<file path="src/rtl/multicast_expander.sv">
// multicast_expander: registered multicast-to-unicast expander with fault-node skipping and drop accounting
// Ports:
//   clk, rst_n                 clock, synchronous active-low reset
//   in_vld/in_rdy              input handshake; in_type/in_tgt/in_data packet fields
//   pg_en/pg_node              per-slot fault enable and {y,x} fault coordinates
//   out_vld/out_rdy            output handshake; out_type/out_tgt/out_data beat fields
//   out_cpy/out_last           beat is an expansion copy / carries the final candidate or a pass-through
//   burst_done                 one-cycle pulse when an expansion finishes
//   drop_cnt                   saturating count of discarded targets
module multicast_expander #(
    parameter int MESH_X     = 8,
    parameter int MESH_Y     = 8,
    parameter int NUM_PG     = 2,
    parameter int DATA_W     = 32,
    parameter int SKIP_LOCAL = 0,
    parameter int LOCAL_X    = 0,
    parameter int LOCAL_Y    = 0,
    localparam int XW = $clog2(MESH_X),
    localparam int YW = $clog2(MESH_Y),
    localparam int TW = XW + YW
) (
    input  logic                 clk,
    input  logic                 rst_n,
    input  logic                 in_vld,
    output logic                 in_rdy,
    input  logic [1:0]           in_type,
    input  logic [TW-1:0]        in_tgt,
    input  logic [DATA_W-1:0]    in_data,
    input  logic [NUM_PG-1:0]    pg_en,
    input  logic [NUM_PG*TW-1:0] pg_node,
    output logic                 out_vld,
    input  logic                 out_rdy,
    output logic [1:0]           out_type,
    output logic [TW-1:0]        out_tgt,
    output logic [DATA_W-1:0]    out_data,
    output logic                 out_cpy,
    output logic                 out_last,
    output logic                 burst_done,
    output logic [7:0]           drop_cnt
);
    typedef enum logic {IDLE, EXPAND} state_t;

    localparam logic [XW-1:0] X_MAX     = XW'(MESH_X - 1);
    localparam logic [YW-1:0] Y_MAX     = YW'(MESH_Y - 1);
    localparam logic [XW-1:0] X_ONE     = XW'(1);
    localparam logic [YW-1:0] Y_ONE     = YW'(1);
    localparam logic [TW-1:0] LOCAL_TGT = {YW'(LOCAL_Y), XW'(LOCAL_X)};

    state_t                state_q, state_d;
    logic [1:0]            typ_q, typ_d;
    logic [TW-1:0]         cand_q, cand_d;
    logic [DATA_W-1:0]     dat_q, dat_d;
    logic [NUM_PG-1:0]     pen_q, pen_d;
    logic [NUM_PG*TW-1:0]  pnode_q, pnode_d;
    logic                  out_vld_q, out_vld_d;
    logic [1:0]            out_type_q, out_type_d;
    logic [TW-1:0]         out_tgt_q, out_tgt_d;
    logic [DATA_W-1:0]     out_data_q, out_data_d;
    logic                  out_cpy_q, out_cpy_d;
    logic                  out_last_q, out_last_d;
    logic                  burst_done_q, burst_done_d;
    logic [7:0]            drop_q, drop_d;

    logic                  slot_free, accept, expand_go, in_hit, cand_hit, cand_local;
    logic                  drop_inc, x_end, y_end, is_final;
    logic [XW-1:0]         cx;
    logic [YW-1:0]         cy;
    logic [TW-1:0]         first_cand, cand_next;

    function automatic logic hit(input logic [NUM_PG-1:0] en, input logic [NUM_PG*TW-1:0] nodes,
                                 input logic [TW-1:0] t);
        hit = 1'b0;
        for (int i = 0; i < NUM_PG; i++)
            if (en[i] && nodes[i*TW +: TW] == t) hit = 1'b1;
    endfunction

    assign slot_free  = !out_vld_q || out_rdy;
    assign in_rdy     = (state_q == IDLE) && slot_free;
    assign accept     = in_vld && in_rdy;
    assign expand_go  = (in_type != 2'b00) && (pg_en != '0);
    assign in_hit     = hit(pg_en, pg_node, in_tgt);
    // expansion decisions use the fault set captured at accept, not the live inputs
    assign cand_hit   = hit(pen_q, pnode_q, cand_q);
    assign cand_local = (SKIP_LOCAL != 0) && (cand_q == LOCAL_TGT);

    assign cx    = cand_q[XW-1:0];
    assign cy    = cand_q[TW-1:XW];
    assign x_end = cx == X_MAX;
    assign y_end = cy == Y_MAX;

    assign is_final   = typ_q == 2'b01 ? y_end :
                        typ_q == 2'b10 ? x_end : (x_end && y_end);
    // broadcast walks row-major with x fastest; x wraps at MESH_X-1 so out-of-mesh values never appear
    assign cand_next  = typ_q == 2'b01 ? {cy + Y_ONE, cx} :
                        typ_q == 2'b10 ? {cy, cx + X_ONE} :
                        x_end          ? {cy + Y_ONE, {XW{1'b0}}} : {cy, cx + X_ONE};
    assign first_cand = in_type == 2'b01 ? {{YW{1'b0}}, in_tgt[XW-1:0]} :
                        in_type == 2'b10 ? {in_tgt[TW-1:XW], {XW{1'b0}}} : '0;

    always_comb begin
        state_d      = state_q;
        typ_d        = typ_q;
        cand_d       = cand_q;
        dat_d        = dat_q;
        pen_d        = pen_q;
        pnode_d      = pnode_q;
        out_vld_d    = out_vld_q && !out_rdy;
        out_type_d   = out_type_q;
        out_tgt_d    = out_tgt_q;
        out_data_d   = out_data_q;
        out_cpy_d    = out_cpy_q;
        out_last_d   = out_last_q;
        burst_done_d = 1'b0;
        drop_inc     = 1'b0;
        if (state_q == IDLE) begin
            if (accept) begin
                typ_d   = in_type;
                cand_d  = first_cand;
                dat_d   = in_data;
                pen_d   = pg_en;
                pnode_d = pg_node;
                if (expand_go) begin
                    state_d = EXPAND;
                end else if (in_type == 2'b00 && in_hit) begin
                    drop_inc = 1'b1;
                end else begin
                    out_vld_d  = 1'b1;
                    out_type_d = in_type;
                    out_tgt_d  = in_tgt;
                    out_data_d = in_data;
                    out_cpy_d  = 1'b0;
                    out_last_d = 1'b1;
                end
            end
        end else if (slot_free) begin
            if (cand_hit) begin
                drop_inc = 1'b1;
            end else if (!cand_local) begin
                out_vld_d  = 1'b1;
                out_type_d = 2'b00;
                out_tgt_d  = cand_q;
                out_data_d = dat_q;
                out_cpy_d  = 1'b1;
                out_last_d = is_final;
            end
            if (is_final) begin
                state_d      = IDLE;
                burst_done_d = 1'b1;
            end else begin
                cand_d = cand_next;
            end
        end
        drop_d = drop_q + {7'd0, drop_inc && (drop_q != 8'hFF)};
    end

    always_ff @(posedge clk) begin
        if (!rst_n) begin
            state_q      <= IDLE;
            typ_q        <= '0;
            cand_q       <= '0;
            dat_q        <= '0;
            pen_q        <= '0;
            pnode_q      <= '0;
            out_vld_q    <= 1'b0;
            out_type_q   <= '0;
            out_tgt_q    <= '0;
            out_data_q   <= '0;
            out_cpy_q    <= 1'b0;
            out_last_q   <= 1'b0;
            burst_done_q <= 1'b0;
            drop_q       <= '0;
        end else begin
            state_q      <= state_d;
            typ_q        <= typ_d;
            cand_q       <= cand_d;
            dat_q        <= dat_d;
            pen_q        <= pen_d;
            pnode_q      <= pnode_d;
            out_vld_q    <= out_vld_d;
            out_type_q   <= out_type_d;
            out_tgt_q    <= out_tgt_d;
            out_data_q   <= out_data_d;
            out_cpy_q    <= out_cpy_d;
            out_last_q   <= out_last_d;
            burst_done_q <= burst_done_d;
            drop_q       <= drop_d;
        end
    end

    assign out_vld    = out_vld_q;
    assign out_type   = out_type_q;
    assign out_tgt    = out_tgt_q;
    assign out_data   = out_data_q;
    assign out_cpy    = out_cpy_q;
    assign out_last   = out_last_q;
    assign burst_done = burst_done_q;
    assign drop_cnt   = drop_q;
endmodule
</file>
<file path="config.mk">
export PLATFORM = sky130hd
export DESIGN_NAME = multicast_expander
export DESIGN_NICKNAME = d
export VERILOG_FILES = /design/src/rtl/multicast_expander.sv
export SDC_FILE = /design/constraint.sdc
export NUM_CORES = 1
export LEC_CHECK = 0
export CORE_ASPECT_RATIO = 0.5
export CORE_MARGIN = 5
export CORE_UTILIZATION = 35
export DETAILED_ROUTE_END_ITERATION = 10
export PLACE_DENSITY_LB_ADDON = 0.2
export SYNTH_ARGS = -nofsm -noshare
export SYNTH_HDL_FRONTEND = slang
export SYNTH_SLANG_ARGS = --single-unit
</file>
<file path="constraint.sdc">
create_clock -name clk -period 2 [get_ports clk]
set_clock_uncertainty 0.1 [all_clocks]
set_input_delay 0.3 -clock clk [delete_from_list [all_inputs] [get_ports clk]]
set_output_delay 0.3 -clock clk [all_outputs]
set_load 0.02 [all_outputs]
</file>
# == After elaboration in Yosys (flattened, before gate mapping) ==
# Index checks and enable logic that the tools add are counted.
# op_classes
muxes,63
add_sub_neg,3
n_eq_ne,19
reduce_logical,23
n_bitwise,1
# ops
operator,count
$mux W32,6
$mux W6,15
$mux W1,36
$eq A6 B6 Y1,4
$mux W2,6
$logic_and A1 B1 Y1,11
$ne A2 B2 Y1 const B,5
$reduce_and A5 Y1,2
$add A8 B1 Y8,1
$ne A8 B8 Y1 const B,1
$add A3 B1 Y3 const B,2
$eq A3 B3 Y1 const B,2
$reduce_bool A2 Y1,3
$eq A2 B1 Y1 const B,2
$eq A2 B2 Y1 const B,2
$reduce_and A4 Y1,1
$ne A3 B1 Y1 const B,1
$ne A3 B3 Y1 const B,1
$reduce_and A3 Y1,1
$logic_not A1 Y1,2
$logic_not A2 Y1,1
$ne A2 B1 Y1 const B,1
$reduce_and A2 Y1,1
$logic_or A1 B1 Y1,1
$not A1 Y1,1
# totals
in_bits,58
elab_cells,124
reg_bits,107

# == Depth between registers and ports, before layout ==
# depth
ltp_word,11
depth_mapped,11
ltp_nobuf,11

# == Worst setup path before layout ==
# Ideal clock, no wire load.
# synth_timing
path_type,register to register
start,register cand_q[1]
end,register cand_q[3]
stages_incl_launch_ff,9
t_required_ns,1.784
setup_time_ns,0.116
arrival_ns,1.795
path_slack_ns,-0.012
cell_sequence,dfxtp_1 > ha_1 > ha_1 > nand2_1 > a211oi_1 > nand3_1 > a21oi_1 > nand2_1 > o211a_1
# synth_between
elab_chain_len,6
elab_cells_between_ends,7
classes_between,eq/ne: 3; mux: 2; reduce/logical: 2
# synth_lines
item,line_no,source
from (decl),51,"logic [TW-1:0] cand_q, cand_d;"
from (signal assigned),175,cand_q <= cand_d;
$eq A3 B3 Y1 *,88,assign x_end = cx == X_MAX;
$logic_and A1 B1 Y1,92,typ_q == 2'b10 ? x_end : (x_end && y_end);
$mux W1,92,
$mux W1,91,assign is_final = typ_q == 2'b01 ? y_end :
$ne A2 B2 Y1 (no line),n/a,
$reduce_and A5 Y1 (no line) *,n/a,
# Mark *: on every way between the ends. The rest lies on a longest branch, timed or not.
# A chain may end at the register's enable or synchronous reset.

# == Final worst setup path ==
# layout_timing
start,register cand_q[5]
end,"register out_data_q[7], in the netlist out_data[7]"
# layout_between
elab_chain_len,6
elab_cells_between_ends,8
classes_between,eq/ne: 3; mux: 2; reduce/logical: 3
# layout_lines
item,line_no,source
$eq A6 B6 Y1,74,if (en[i] && nodes[i*TW +: TW] == t) hit = 1'b1;
$logic_and A1 B1 Y1,74,
$mux W1,74,
$mux W1 *,74,
$ne A2 B2 Y1 (no line) *,n/a,
$reduce_and A5 Y1 (no line) *,n/a,
to (signal assigned),182,out_data_q <= out_data_d;
to (decl),58,"logic [DATA_W-1:0] out_data_q, out_data_d;"
# Marks and branches as above.

==> flow_summary.yaml <==
cells_and_area:
  regArea_sq_um: 2160
  multi_input_area_sq_um: 2820
  n_antenna_cell: 0
  mostFrequentLayoutCells: "nand2_1 (111), dfxtp_1 (98), clkdlybuf4s50_1 (88), a21boi_0 (49), buf_4 (44)"
  final_common_cell: "nand2_1"
  drive_gt1_share_pct: 24.1
  nets: 749
  fillers: 1232
  syn2layout_area_growth_pct: 50.8
setup_path:
  setup.worst_path.class: "reg -> reg"
  startpoint_type: "flip-flop"
  critical_path_buf_inv_count: 3
  crit_family: "simple AND/OR/NAND/NOR gates"
  worstPathCellList: "xnor2_2 -> nand4_1 -> o22ai_2 -> buf_4 -> buf_6 -> nor3_4 -> or2_4 -> clkbuf_16 -> a21oi_2"
  cp_slowest_cell: "dfxtp_4"
  crit_fanout: 5
  crit_required_ps: 2120
  max_stage_delay_ps: 370
  cp_data_arrival_time_ps: 2180
  end_kind: "flip-flop"
logic_synthesis:
  synth_top_area_cell: "dfxtp_1"
  avgSynthCellArea_sq_um: 8.93
  async_flop_share_pct: 0
  ys_seq_elements: 107
  synth_cell_types: 44
  syn_area_sq_um: 4830
  ys_top_cells_by_area: "dfxtp_1 (44%), nand2_1 (8.6%), a21boi_0 (7.9%), mux2i_1 (7.7%), o31ai_1 (5.9%)"
  synth_edf_count: 0
  synthesis.nets: 605
  ys_seq_area_share_pct: 44.3
  syn_inst: 541
  synth_warnings: 0
  synth_top_area_share_pct: 44.3
  synth_flop_cell: "dfxtp_1"
floorplanning:
  rows: 30
  dieHeight_um: 93.1
  chipWidth_um: 176
  initial_core_util_pct: 35.7
  core_area_sq_um: 13600
  num_io_pins: 111
  dieArea_sq_um: 16400
timing:
  period_share_pct: 103
  hold_viol: 0
  rsz0062_at_grt: "yes"
  worst_pin_slew_ps: 581
  report.final.setup_viol: 28
  relSlewSlack_pct: 61.3
  hold_slack_ps: 117
  tns_ps: -890
  layout_min_cycle_time_ps: 2060
  timing.fmax_ghz: 0.485
  maxSlewViolCount: 0
  worst_slack_ps: -60.3
grt:
  grt_max_degree: 109
  overflow: 0
  grt_pass1_wl_um: 22200
  grt_antenna_before_repair: 0
  first_global_vias: 4361
  grt_usage_pct: 16.5
placed_design:
  place.gp.congestion: 0.779
  port-buffer-count: 110
  hpwl_um: 9090
clock_tree:
  cts_tree: "built"
  cts_buffers: 9
  clock-sinks: 107
  cts-root-buf: "clkbuf_16"
  holdBufCountCts: 0
  cts.htree.levels: 3
  clk_pin_slew_ps: 70
  clock_path_buffers: 2
  clock_latency_ps: 340
routing:
  ant_nets: 0
  detail_route.wl_per_cell_um: 16.5
  drtIter0Drc: 270
  vias: 4416
  avgViaCountPerCell: 5.01
  route.final.wire_length_um: 14500
  drt-pass1-iter-count: 4
  drc_errors: 0
pwr:
  leakagePower_nw: 2.78
  ir_drop_uv: 474
  p_per_area_nw_per_um2: 809
outcome:
  status: "finished, violations left"
  failed_checks: "setup timing"
worst_hold_path:
  timing.hold.worst.class: "in -> reg"
job:
  cap_violations: 0
-- Yosys cell counts, drive strengths merged (2+ instances only) --
cell	number
nor3b	2
or3	2
a21boi	51
dfxtp	107
o22ai	4
clkbuf	27
buf	15
and2	6
nand4	5
o211ai	2
nand2	111
a22oi	3
xnor2	27
mux2i	37
a21oi	42
nor2b	2
o211a	6
a32oi	2
ha	6
nor2	7
nand2b	5
inv	3
o21ai	7
nand3	12
o31ai	38
-- repair_timing --
action                                  CTS  global route
cloned                                    0             8
pin swaps                                23            28
buffers inserted                          2             4
resized for setup                        64            77
endpoints found under the setup margin   55            54
-- metrics by stage --
stage,util (%),setup slack (ps),std cells,power (mW),cell area (sq um)
detailed placement,47.7,-721,853,3.82,6470
finish,53.8,-60.3,881,5.90,7290
global route,53.8,-156,881,6.15,7290
floorplan,-,23.4,541,3.18,4840
global placement,47.7,-674,853,3.81,6470
CTS,50.6,-47.2,870,5.73,6860
-- power by group --
group | internal (mW) | switching [mW]
sequential | 2.33 | 0.126
combinational | 0.774 | 0.789
clock | 1.09 | 0.792
total | 4.19 | 1.71
-- layer usage --
| metal | up-vias | share of wire [%] | global-route usage [%] |
|---|---|---|---|
| met5 | - | 0 | 0 |
| met4 | 0 | 0.48 | 2.85 |
| met3 | 6 | 3.6 | 3.51 |
| met2 | 77 | 48 | 29.1 |
| met1 | 2135 | 47 | 21.2 |
| li1 | 2198 | - | - |
-- worst min-delay path, stage by stage --
cell and delay, ps:
clkbuf_2 100, nand2_1 50, a21boi_0 60
-- layout make-up --
class / count / area share [%]
Inverter: 3 / 0.189
Sequential cell: 107 / 29.7
Clock buffer: 9 / 3.09
Timing Repair Buffer: 174 / 23.9
Clock inverter: 6 / 1.22
Multi-Input combinational cell: 390 / 38.6
Tap cell: 192 / 3.30
-- cells by family (layout without fill, tap and decap cells) --
logic type | count (synthesis) | after routing | share of synthesized area (%)
flops | 107 | 107 | 44.3
fa+ha+maj | 6 | 6 | 1.55
compound gates | 161 | 161 | 23.1
xor+xnor | 28 | 28 | 5.08
buf+inv | 45 | 192 | 3.99
simple gates | 157 | 158 | 14.3
mux | 37 | 37 | 7.66
-- final timing paths --
path	start	endpoint	slack [ps]	cells past startpoint
worst max-delay path	cand_q[5]	out_data[7]	-60	9
worst min-delay path	pg_node[2]	pnode_q[2]	120	3
worst max register to register	cand_q[5]	out_data[7]	-60	9
worst min register to register	pen_q[0]	pen_q[0]	370	2
-- state kept, by name, summed over array words and instances, names as in the netlist --
register / flops
out_vld: 1
cand_q: 6
drop_cnt: 8
burst_done: 1
out_type: 2
pen_q: 2
out_tgt: 6
out_cpy: 1
pnode_q: 12
out_last: 1
state_q: 1
out_data: 32
typ_q: 2
dat_q: 32
Note: power is estimated with default switching activity, not from simulation.
==> patch, RTL diff (same flow settings) <==
Reset style: asynchronous (`rst_n`), changed in one clocked block. Comments in the files are not updated.
--- a/src/rtl/multicast_expander.sv
+++ b/src/rtl/multicast_expander.sv
@@ -153,7 +153,7 @@
         drop_d = drop_q + {7'd0, drop_inc && (drop_q != 8'hFF)};
     end
 
-    always_ff @(posedge clk) begin
+    always_ff @(posedge clk or negedge rst_n) begin
         if (!rst_n) begin
             state_q      <= IDLE;
             typ_q        <= '0;
Check against the original RTL: differs if rst_n is asserted again (counterexample within 4 cycles, from zero or initial values and one cycle with rst_n low); with rst_n held inactive, the same outputs for 4 cycles.
==> patch against the original RTL <==
Highest routed layer unchanged. Wire length fell by 13%. Critical path type unchanged. Setup slack got worse by 50 ps. Largest power group unchanged. Total power fell by 9.3%. The run still ends with negative setup slack left. Sequential share of layout area rose by 6.0 points. Design area rose by 3.3%. Global-route usage fell by 1.3 points. Sequential cell count did not move. Die area rose by 4.2%. Synthesized area rose by 4.6%. Via count fell by 22%. Clock power fell by 9%.
==> patch: results (changes against the original RTL) <==
INFO  metric status = finished with violations
INFO  metric violations = negative setup slack
INFO  metric worst_slew_pin_slew = 448.8 ps (-131.9 ps)
INFO  metric groute.usage.overall = 15.20% (-1.3 points)
INFO  metric finalSetupViolations = 47 (+68%)
INFO  metric drv_slew = 0 (unchanged)
INFO  metric clock-root-buffer = sky130_fd_sc_hd__clkbuf_16
INFO  metric worst_hold_path.num_cells = 2 (-1)
INFO  metric ys_top_cells_by_count = 126 x sky130_fd_sc_hd__mux2_2, 107 x sky130_fd_sc_hd__dfrtp_1, 25 x sky130_fd_sc_hd__xnor2_1
INFO  metric layout-drive-gt1-share = 45.61% (+22 points)
INFO  metric num_antenna_cells = 0 (unchanged)
INFO  metric number_of_global_route_vias_before_repair = 3873 (-11%)
INFO  metric slowest_stage = sky130_fd_sc_hd__dfrtp_2
INFO  metric layout.nets = 594 (-21%)
INFO  metric port-buffer-count = 110 (unchanged)
INFO  metric dpl.hpwl = 8.558 mm (-5.9%)
INFO  metric antenna_found_initial = 0 (unchanged)
INFO  metric final_area = 7527 µm² (+3.3%)
INFO  metric overflow = 0 (unchanged)
INFO  metric p_leak = 3.560 nW (+28%)
INFO  metric worst_slack_setup_final = -110.3 ps (-50.03 ps)
INFO  metric grt_pass1_wl = 20.42 mm (-7.9%)
INFO  metric cp_data_arrival_time = 2240 ps (+60 ps)
INFO  metric dp_worst_setup_slack = -617.3 ps (+103.5 ps)
INFO  metric drt-vias-per-instance = 4.712 (-6.0%)
INFO  metric clock_insertion_delay_worst_skew = 340 ps (about the same)
INFO  metric final-hold-violation-count = 0 (unchanged)
INFO  metric synth.yosys.seq_area_share = 52.98% (+8.7 points)
INFO  metric ys_warn_count = 0 (unchanged)
INFO  metric clockBufferDepth = 2 (unchanged)
INFO  metric syn_nets = 432 (-29%)
INFO  metric post_dp_cell_area = 6736 µm² (+4.1%)
INFO  metric drt_first_iter_violations = 147 (-46%)
INFO  metric drt_first_pass_iters = 4 (unchanged)
INFO  metric count_of_unique_library_cells_instantiated_by_yosys = 38 (-14%)
INFO  metric postSynth.asyncResetShare = 100.0% (+100 points)
INFO  metric vdd_drop_max = 0.0004049 V (-15%)
INFO  metric crit_family = simple AND/OR/NAND/NOR gates
INFO  metric worst-path-max-fanout = 8 (+3)
INFO  metric globalplace.congestion = 0.7637 (-1.9%)
INFO  metric cts_inserted_buffers = 9 (unchanged)
INFO  metric wire_per_inst = 17.19 µm (+4.4%)
INFO  metric synthTopCellsByArea = sky130_fd_sc_hd__dfrtp_1 53%, sky130_fd_sc_hd__mux2_2 28%, sky130_fd_sc_hd__xnor2_1 4.3%
INFO  metric nFillCells = 1238 (+0.49%)
INFO  metric clk_transition_reported_paths = 70 ps (about the same)
INFO  metric min_delay_worst_type = primary input to flip-flop
INFO  metric cts_max_level = 3 (unchanged)
INFO  metric grt_max_degree = 44 (-60%)
INFO  metric worst_path_largest_cell_delay = 470 ps (+100 ps)
## patch: cell count changes after synthesis, moves of 37 or more
cell,unedited run,this run
sky130_fd_sc_hd__mux2_2,0,126
sky130_fd_sc_hd__dfrtp_1,0,107
sky130_fd_sc_hd__dfxtp_1,107,0
sky130_fd_sc_hd__nand2_1,111,13
sky130_fd_sc_hd__a21boi_0,51,0
sky130_fd_sc_hd__a21oi_1,41,4
## patch: area by class of cell
cell class	count	share of cell area [%]
flip-flops and latches	107	35.65
multi-input cells	239	35.09
repair buffers	167	21.84
well taps	198	3.291
clock buffers	10	3.175
clock inverters	6	0.6150
inverters	6	0.3324
## patch: through the flow
stage	TNS [ps]	cells
2_1_floorplan	-3280	368
3_3_place_gp	-33530	704
3_5_place_dp	-33580	704
4_1_cts	-4721	731
5_1_grt	-8107	733
6_report	-3538	733
## patch: cell families after synthesis
family / after synthesis / synth area share [%]
AOI/OAI and AO/OA: 24 / 3.714
xor gates and xnor gates: 30 / 5.199
adders and majority gates: 6 / 1.485
buffers and inverters: 22 / 2.401
DFF: 107 / 52.98
muxes: 130 / 28.94
and+or+nand+nor: 49 / 5.273
## patch: report_power, final
part	switching (W)	internal (W)
registers	0.000109	0.00227
clock network	0.000830	0.000889
logic	0.000528	0.000729
total	0.00147	0.00389
## patch: timing repair
item | 4_1_cts | 5_1_grt
setup buffers | 7 | 3
gates resized for setup | 96 | 12
endpoints found under the hold margin | 30 | 0
pin swaps | 14 | 10
endpoints found under the setup margin | 55 | 55
hold buffers | 1 | 0
cloned | 3 | 0
## patch: per-layer routing
| layer | part of all wire, % | GRT usage (%) | vias up |
|---|---|---|---|
| met5 | 0 | 0 | - |
| met1 | 45 | 18.73 | 1736 |
| met4 | 0.98 | 2.978 | 0 |
| met3 | 3.5 | 4.117 | 10 |
| met2 | 51 | 27.35 | 62 |
| li1 | - | - | 1646 |
## patch: path summary, 6_finish.rpt
kind | start | endpoint | slack [ps]
max in group asynchronous | rst_n | state_q | 820
worst min-delay path | pg_node[7] | pnode_q[7] | 160
min in group asynchronous | rst_n | dat_q[23] | 360
worst max register to register | state_q | out_tgt[3] | -110
worst max-delay path | state_q | out_tgt[3] | -110
worst min register to register | drop_cnt[7] | drop_cnt[7] | 400
